$ cat config.mk
export PLATFORM = sky130hd
export DESIGN_NAME = pll_reconfig_sequencer
export DESIGN_NICKNAME = d
export VERILOG_FILES = /design/src/rtl/pll_seq_pkg.sv /design/src/rtl/pll_seq_timer.sv /design/src/rtl/pll_reconfig_sequencer.sv
export SDC_FILE = /design/constraint.sdc
export NUM_CORES = 1
export LEC_CHECK = 0
export BUFFER_PORTS_ARGS = -buffer_cell sky130_fd_sc_hd__buf_4
export CAP_MARGIN = 20
export CELL_PAD_IN_SITES_DETAIL_PLACEMENT = 0
export CELL_PAD_IN_SITES_GLOBAL_PLACEMENT = 1
export CORE_MARGIN = 3
export CORE_UTILIZATION = 40
export CTS_CLUSTER_SIZE = 30
export DETAILED_ROUTE_END_ITERATION = 10
export GPL_TIMING_DRIVEN = 1
export HOLD_SLACK_MARGIN = 0.03
export PLACE_DENSITY_LB_ADDON = 0.1
export SKIP_CTS_REPAIR_TIMING = 1
export SLEW_MARGIN = 20
export SYNTH_ARGS = -nofsm -noshare
export SYNTH_HDL_FRONTEND = slang
export SYNTH_SLANG_ARGS = --single-unit
$ cat constraint.sdc
create_clock -name clock -period 2.7 [get_ports clock]
set_clock_uncertainty 0.05 [all_clocks]
set_input_delay 0.135 -clock clock [delete_from_list [all_inputs] [get_ports clock]]
set_output_delay 0.135 -clock clock [all_outputs]
set_load 0.01 [all_outputs]
$ cat src/rtl/pll_seq_pkg.sv
// ---------------------------------------------------------------------------
// pll_seq_pkg
// Shared definitions for the PLL reconfiguration sequencer:
//   - state_t      : sequencer FSM states
//   - resp_code_t  : completion codes reported on resp_code
//   - DEFAULT_LOCK_TIMEOUT / DEFAULT_SETTLE_CYCLES : parameter defaults
//   - cnt_width()  : counter width able to hold 0..max_count
// ---------------------------------------------------------------------------
package pll_seq_pkg;

  localparam int DEFAULT_LOCK_TIMEOUT  = 65535;
  localparam int DEFAULT_SETTLE_CYCLES = 16;

  typedef enum logic [2:0] {
    ST_IDLE      = 3'd0,
    ST_CHECK     = 3'd1,
    ST_ISSUE     = 3'd2,
    ST_WAIT_BUSY = 3'd3,
    ST_WAIT_DONE = 3'd4,
    ST_WAIT_LOCK = 3'd5,
    ST_RESP      = 3'd6
  } state_t;

  typedef enum logic [1:0] {
    RESP_OK        = 2'd0,
    RESP_BAD_PARAM = 2'd1,
    RESP_TIMEOUT   = 2'd2,
    RESP_SKIPPED   = 2'd3
  } resp_code_t;

  // Bits needed to represent every value 0..max_count (at least 1 bit).
  function automatic int cnt_width(input int max_count);
    return (max_count < 1) ? 1 : $clog2(max_count + 1);
  endfunction

endpackage

$ cat src/rtl/pll_seq_timer.sv
// ---------------------------------------------------------------------------
// pll_seq_timer
// Saturating up-counter with synchronous clear and a terminal-count flag.
//
// Parameters:
//   WIDTH : counter width
//   LIMIT : terminal count value
// Ports:
//   clock  : clock
//   reset  : synchronous active-high reset (count -> 0)
//   clear  : synchronous clear (count -> 0), has priority over enable
//   enable : count up by one this cycle (holds at all-ones, never wraps)
//   tc     : high in the cycle whose increment makes the count reach LIMIT,
//            so the caller can act on the same edge the counter gets there
// ---------------------------------------------------------------------------
module pll_seq_timer #(
  parameter int WIDTH = 16,
  parameter int LIMIT = 16
) (
  input  logic clock,
  input  logic reset,
  input  logic clear,
  input  logic enable,
  output logic tc
);

  localparam logic [WIDTH:0]   LIMIT_EXT = (WIDTH + 1)'(LIMIT);
  localparam logic [WIDTH-1:0] SAT_VALUE = '1;

  logic [WIDTH-1:0] count_reg;
  logic [WIDTH-1:0] count_next;
  logic [WIDTH:0]   count_inc;

  // One extra bit so the comparison stays correct when LIMIT equals the
  // all-ones value of the counter.
  assign count_inc = {1'b0, count_reg} + (WIDTH + 1)'(1);

  always_comb begin
    count_next = count_reg;
    if (clear) begin
      count_next = '0;
    end else if (enable && (count_reg != SAT_VALUE)) begin
      count_next = count_inc[WIDTH-1:0];
    end
  end

  assign tc = enable && !clear && (count_inc >= LIMIT_EXT);

  always_ff @(posedge clock) begin
    if (reset) begin
      count_reg <= '0;
    end else begin
      count_reg <= count_next;
    end
  end

endmodule

$ cat src/rtl/pll_reconfig_sequencer.sv
// ---------------------------------------------------------------------------
// pll_reconfig_sequencer
// Accepts {mult, div} reconfiguration requests, validates them, drives the
// PLL reconfiguration interface (pll_data + one-cycle trigger), waits for
// busy to rise and fall, then requires stable_reconfig to hold for
// SETTLE_CYCLES consecutive cycles before reporting OK. A timeout counter
// bounds the whole wait from trigger to settled lock.
//
// Optional feature macro: PLL_SEQ_RETRY_EN
//   defined   : the first timeout of a request re-issues the trigger once;
//               a second timeout responds TIMEOUT.
//   undefined : the first timeout responds TIMEOUT.
//
// Parameters:
//   LOCK_TIMEOUT  : max wait cycles after trigger before TIMEOUT
//   SETTLE_CYCLES : consecutive stable_reconfig cycles required for OK
// Ports:
//   clock, reset            : clock, synchronous active-high reset
//   req_valid / req_ready   : request handshake (ready only in IDLE)
//   req_mult, req_div       : requested factors
//   pll_data                : {mult, div} held for the PLL interface
//   trigger                 : one-cycle start pulse to the PLL
//   busy, stable_reconfig   : PLL status
//   resp_valid, resp_code   : one-cycle completion pulse and code
//   cur_mult, cur_div       : last successfully applied factors
// ---------------------------------------------------------------------------
module pll_reconfig_sequencer
  import pll_seq_pkg::*;
#(
  parameter int LOCK_TIMEOUT  = DEFAULT_LOCK_TIMEOUT,
  parameter int SETTLE_CYCLES = DEFAULT_SETTLE_CYCLES
) (
  input  logic        clock,
  input  logic        reset,
  input  logic        req_valid,
  output logic        req_ready,
  input  logic [7:0]  req_mult,
  input  logic [7:0]  req_div,
  output logic [15:0] pll_data,
  output logic        trigger,
  input  logic        busy,
  input  logic        stable_reconfig,
  output logic        resp_valid,
  output logic [1:0]  resp_code,
  output logic [7:0]  cur_mult,
  output logic [7:0]  cur_div
);

  localparam int CNT_W = cnt_width(LOCK_TIMEOUT);

  state_t     state_reg, state_next;
  resp_code_t resp_code_reg, resp_code_next;

  logic [7:0]  req_mult_reg, req_div_reg;
  logic [15:0] pll_data_reg;
  logic [7:0]  cur_mult_reg, cur_div_reg;
  logic        cur_valid_reg;

  logic latch_req;
  logic load_pll;
  logic commit_cur;

  logic timeout_clear, timeout_en, timeout_tc;
  logic settle_clear, settle_en, settle_tc;

  logic bad_param;
  logic same_as_cur;

`ifdef PLL_SEQ_RETRY_EN
  logic retry_used_reg;
  logic retry_set;
`endif

  // -------------------------------------------------------------------------
  // Counters
  // -------------------------------------------------------------------------
  assign timeout_clear = (state_reg == ST_ISSUE);
  assign timeout_en    = (state_reg == ST_WAIT_BUSY) ||
                         (state_reg == ST_WAIT_DONE) ||
                         (state_reg == ST_WAIT_LOCK);

  // Any cycle without stable_reconfig (or outside WAIT_LOCK) restarts settling.
  assign settle_en    = (state_reg == ST_WAIT_LOCK) && stable_reconfig;
  assign settle_clear = !settle_en;

  pll_seq_timer #(
    .WIDTH (CNT_W),
    .LIMIT (LOCK_TIMEOUT)
  ) u_timeout (
    .clock  (clock),
    .reset  (reset),
    .clear  (timeout_clear),
    .enable (timeout_en),
    .tc     (timeout_tc)
  );

  pll_seq_timer #(
    .WIDTH (CNT_W),
    .LIMIT (SETTLE_CYCLES)
  ) u_settle (
    .clock  (clock),
    .reset  (reset),
    .clear  (settle_clear),
    .enable (settle_en),
    .tc     (settle_tc)
  );

  // -------------------------------------------------------------------------
  // Request classification (evaluated in CHECK)
  // -------------------------------------------------------------------------
  assign bad_param   = (req_mult_reg == 8'd0) || (req_div_reg == 8'd0);
  assign same_as_cur = cur_valid_reg && stable_reconfig &&
                       (req_mult_reg == cur_mult_reg) &&
                       (req_div_reg == cur_div_reg);

  // -------------------------------------------------------------------------
  // FSM state register
  // -------------------------------------------------------------------------
  always_ff @(posedge clock) begin
    if (reset) begin
      state_reg <= ST_IDLE;
    end else begin
      state_reg <= state_next;
    end
  end

  // -------------------------------------------------------------------------
  // FSM next-state and control
  // -------------------------------------------------------------------------
  always_comb begin
    state_next     = state_reg;
    resp_code_next = resp_code_reg;
    latch_req      = 1'b0;
    load_pll       = 1'b0;
    commit_cur     = 1'b0;
`ifdef PLL_SEQ_RETRY_EN
    retry_set      = 1'b0;
`endif

    case (state_reg)
      ST_IDLE: begin
        if (req_valid) begin
          latch_req  = 1'b1;
          state_next = ST_CHECK;
        end
      end
      ST_CHECK: begin
        if (bad_param) begin
          resp_code_next = RESP_BAD_PARAM;
          state_next     = ST_RESP;
        end else if (same_as_cur) begin
          resp_code_next = RESP_SKIPPED;
          state_next     = ST_RESP;
        end else begin
          load_pll   = 1'b1;
          state_next = ST_ISSUE;
        end
      end
      ST_ISSUE: begin
        state_next = ST_WAIT_BUSY;
      end
      ST_WAIT_BUSY: begin
        if (busy) begin
          state_next = ST_WAIT_DONE;
        end
      end
      ST_WAIT_DONE: begin
        if (!busy) begin
          state_next = ST_WAIT_LOCK;
        end
      end
      ST_WAIT_LOCK: begin
        // exit handled by the counter terminal counts below
      end
      ST_RESP: begin
        state_next = ST_IDLE;
      end
      default: begin
        state_next = ST_IDLE;
      end
    endcase

    // Settle completion outranks a timeout landing in the same cycle.
    // settle_tc can only fire in WAIT_LOCK, timeout_tc only in the wait states.
    if (settle_tc) begin
      resp_code_next = RESP_OK;
      commit_cur     = 1'b1;
      state_next     = ST_RESP;
    end else if (timeout_tc) begin
`ifdef PLL_SEQ_RETRY_EN
      if (!retry_used_reg) begin
        retry_set  = 1'b1;
        state_next = ST_ISSUE;
      end else begin
        resp_code_next = RESP_TIMEOUT;
        state_next     = ST_RESP;
      end
`else
      resp_code_next = RESP_TIMEOUT;
      state_next     = ST_RESP;
`endif
    end
  end

  // -------------------------------------------------------------------------
  // Datapath registers
  // -------------------------------------------------------------------------
  always_ff @(posedge clock) begin
    if (reset) begin
      req_mult_reg  <= 8'd0;
      req_div_reg   <= 8'd0;
      pll_data_reg  <= 16'h0000;
      resp_code_reg <= RESP_OK;
      cur_mult_reg  <= 8'd0;
      cur_div_reg   <= 8'd0;
      cur_valid_reg <= 1'b0;
    end else begin
      resp_code_reg <= resp_code_next;
      if (latch_req) begin
        req_mult_reg <= req_mult;
        req_div_reg  <= req_div;
      end
      if (load_pll) begin
        pll_data_reg <= {req_mult_reg, req_div_reg};
      end
      if (commit_cur) begin
        cur_mult_reg  <= req_mult_reg;
        cur_div_reg   <= req_div_reg;
        cur_valid_reg <= 1'b1;
      end
    end
  end

`ifdef PLL_SEQ_RETRY_EN
  // One retry per request; re-armed at every accepted request.
  always_ff @(posedge clock) begin
    if (reset) begin
      retry_used_reg <= 1'b0;
    end else if (latch_req) begin
      retry_used_reg <= 1'b0;
    end else if (retry_set) begin
      retry_used_reg <= 1'b1;
    end
  end
`endif

  // -------------------------------------------------------------------------
  // Outputs
  // -------------------------------------------------------------------------
  assign req_ready  = (state_reg == ST_IDLE);
  assign trigger    = (state_reg == ST_ISSUE);
  assign resp_valid = (state_reg == ST_RESP);
  assign resp_code  = resp_code_reg;
  assign pll_data   = pll_data_reg;
  assign cur_mult   = cur_mult_reg;
  assign cur_div    = cur_div_reg;

endmodule

==> results.ini <==
[yosys]
ys_seq_area_share_pct=40.0
synth.yosys.warnings=0
async_reset_ff_share_pct=0
postSynthCellCount=520
synth_nets=544
synth.distinct_cells=53
avgSynthCellArea_um2=8.29
synth_seq_cells=86
synth_flop_cell=dfxtp_1
syn_area_um2=4310
synth_edf_count=0

[pwr]
powerDensity_nw_per_um2=591
switching_share_pct=33.1
clock_power_share_pct=27.3
vdd_ir_drop_max_v=0.000288
p_total_mw=3.14
p_leak_nw=2.12
seqPwrFrac_pct=47.5
p_sw_mw=1.04
combPwrFrac_pct=25.2
internal-power_mw=2.10

[setup_path]
cp_top_family=compound AO/OA/AOI/OAI gates
reg2regPathDepth=8
reg2reg_setup_slack_ps=230
crit_chain=nand4_1 -> buf_4 -> or3_1 -> a31oi_1 -> a2111oi_4 -> a31oi_4 -> buf_4 -> mux2i_1
crit_type=reg2reg
worstPathArrival_ps=2700
crit_slowest_cell=dfxtp_1
r2r_end=cur_mult[7]
rr_startpoint=u_settle.count_reg[4]
startpoint_type=register
worstPathRequired_ps=2930
critPathBufInv=2
path_common_cell=buf_4
crit_fanout=11
slowest_delay_ps=480
crit_end=cur_mult[7]
crit_cells=8
startpoint=u_settle.count_reg[4]
crit_path_end_kind=register

[clock_tree]
clk_path_buf_depth=2
cts_root_buf=clkbuf_8
clkTransAtPathRegs_ps=90
cts_sinks=86
cts_buffers=9
h-tree-depth=3
cts_tree=done
clkLatencyLatePin_ps=350

[placement]
gp_congestion=0.855
pre_cts_ws_ps=68.7
io_buffers=57
hpwlAfterDp_um=7420

[drt]
drtIter0Drc=145
first_pass_iters=6
drc_errors=0
via_per_inst=5.22
drt_wl_total_um=10500
wire_per_inst_um=14.4
ant_nets=0
vias=3818

[sta]
slew_violations=0
final-hold-violation-count=0
slew_headroom_pct=51.7
worstMarginPinSlew_ps=722
finalSetupViolations=0
fmax_mhz=405
final.period_utilization_pct=91.5
fin_ws_ps=230
period_needed_ps=2470
tns_ps=0
rsz0062_at_grt=no

[finish]
nets=615
diodes=0
synthToLayoutAreaGrowth_pct=23.3
seqCellArea_um2=1720
nFillCells=1017
drive_gt1_share_pct=17.8
multiInputGateArea_um2=2460

[grt]
grt.met2_usage_pct=29.6
grt.busiest_layer=met2
track_usage_pct=17.9
antenna_found_initial=0
use_met1_pct=22.9
grtUsageMet3_pct=4.58
grt_pass1_wl_um=17100
grt_max_degree=39
gr-total-overflow=0
grt_pass1_vias=3466

[die]
core-area_um2=10400
start_util_pct=41.4
ios=58
rows=37
die-area_um2=12100
dieWidth_um=110
die_height_um=110

[min_path]
hold_class=in2reg

[job]
max_cap_violations=0

[run_status]
outcome=completed

-- Yosys cell counts, types with 7 or more instances --
cell type | n | area, um^2
dfxtp_1 | 86 | 1720
nand2_1 | 84 | 315
nor2_1 | 54 | 203
mux2i_1 | 34 | 340
a21oi_1 | 33 | 165
clkbuf_1 | 30 | 113
xor2_1 | 28 | 245
nor3_1 | 18 | 90.1
xnor2_1 | 18 | 158
nand3_1 | 16 | 80.1
nor4_1 | 13 | 81.3
nand4_1 | 10 | 62.6
o21ai_0 | 8 | 40.0
inv_1 | 7 | 26.3
or3_1 | 7 | 43.8
-- worst min-delay path, cell delays in order --
cell	delay (ps)
buf_4	110
a32oi_1	90
a21oi_1	130
-- cell families (layout without fill, tap and decap cells) --
group	count (synthesis)	in the layout	share of synthesized area, %
AOI/OAI and AO/OA	74	74	11.1
xor gates and xnor gates	46	46	9.35
adders and majority gates	3	3	0.871
buffers and inverters	42	118	3.98
DFF	86	86	40.0
muxes	34	34	7.90
and+or+nand+nor	235	235	26.9
-- power by group through the flow --
stage	clock (mW)	combinational [mW]	sequential (mW)
6_report	0.856	0.790	1.49
5_1_grt	0.933	0.885	1.51
4_1_cts	0.893	0.775	1.49
3_5_place_dp	0	0.771	1.52
3_3_place_gp	0	0.770	1.52
2_1_floorplan	0	0.578	1.46
-- worst min path at each step --
| stage | slack [ps] | startpoint | to | depth (start not counted) |
|---|---|---|---|---|
| 3_3_place_gp | 330 | req_mult[5] | req_mult_reg[5] | 3 |
| 5_1_grt | 120 | busy | state_reg[2] | 3 |
| 2_1_floorplan | 220 | req_mult[3] | req_mult_reg[3] | 2 |
| 3_5_place_dp | 340 | req_mult[4] | req_mult_reg[4] | 3 |
| 6_report | 100 | busy | state_reg[2] | 3 |
| 4_1_cts | -50 | req_div[7] | req_div_reg[7] | 3 |
-- through the flow --
stage                     area [um^2]  utilization (%)  std cells  hold slack [ps]
after floorplan                  4310                -        520              221
after global placement           4920             47.2        697              332
after detailed placement         4920             47.2        697              342
after CTS                        5110             49.0        713            -49.6
after global routing             5310             51.0        732              116
final                            5310             51.0        732             97.6
-- metal layers --
layer / vias up / wire length, um
li1: 1951 / -
met1: 1798 / 4850
met2: 63 / 5120
met3: 6 / 453
met4: 0 / 101
met5: - / 0
-- layout make-up --
type | count | share of cell area [%]
clock buffers | 13 | 3.18
clock inverters | 3 | 0.330
inverters | 8 | 0.565
multi-input cells | 392 | 46.3
flip-flops and latches | 86 | 32.4
well taps | 136 | 3.20
repair buffers | 94 | 14.0
-- cell usage in the layout (no fill, tap or decap), drive strengths merged, types with 3 or more instances in the layout --
| master | n |
|---|---|
| a21oi | 33 |
| nor4 | 14 |
| or4 | 5 |
| o21a | 3 |
| nand3 | 16 |
| nor2b | 4 |
| mux2i | 34 |
| nor2 | 54 |
| o21ai | 10 |
| and3 | 3 |
| o211ai | 3 |
| nand2b | 5 |
| inv | 7 |
| xor2 | 28 |
| ha | 3 |
| buf | 78 |
| clkinv | 3 |
| nand4b | 5 |
| nand2 | 84 |
| dlygate4sd3 | 16 |
| dfxtp | 86 |
| a211oi | 4 |
| xnor2 | 18 |
| or3 | 7 |
| nand4 | 12 |
| nor3 | 18 |
| a31oi | 4 |
| clkbuf | 13 |
Power figures use the tool's default switching activity.
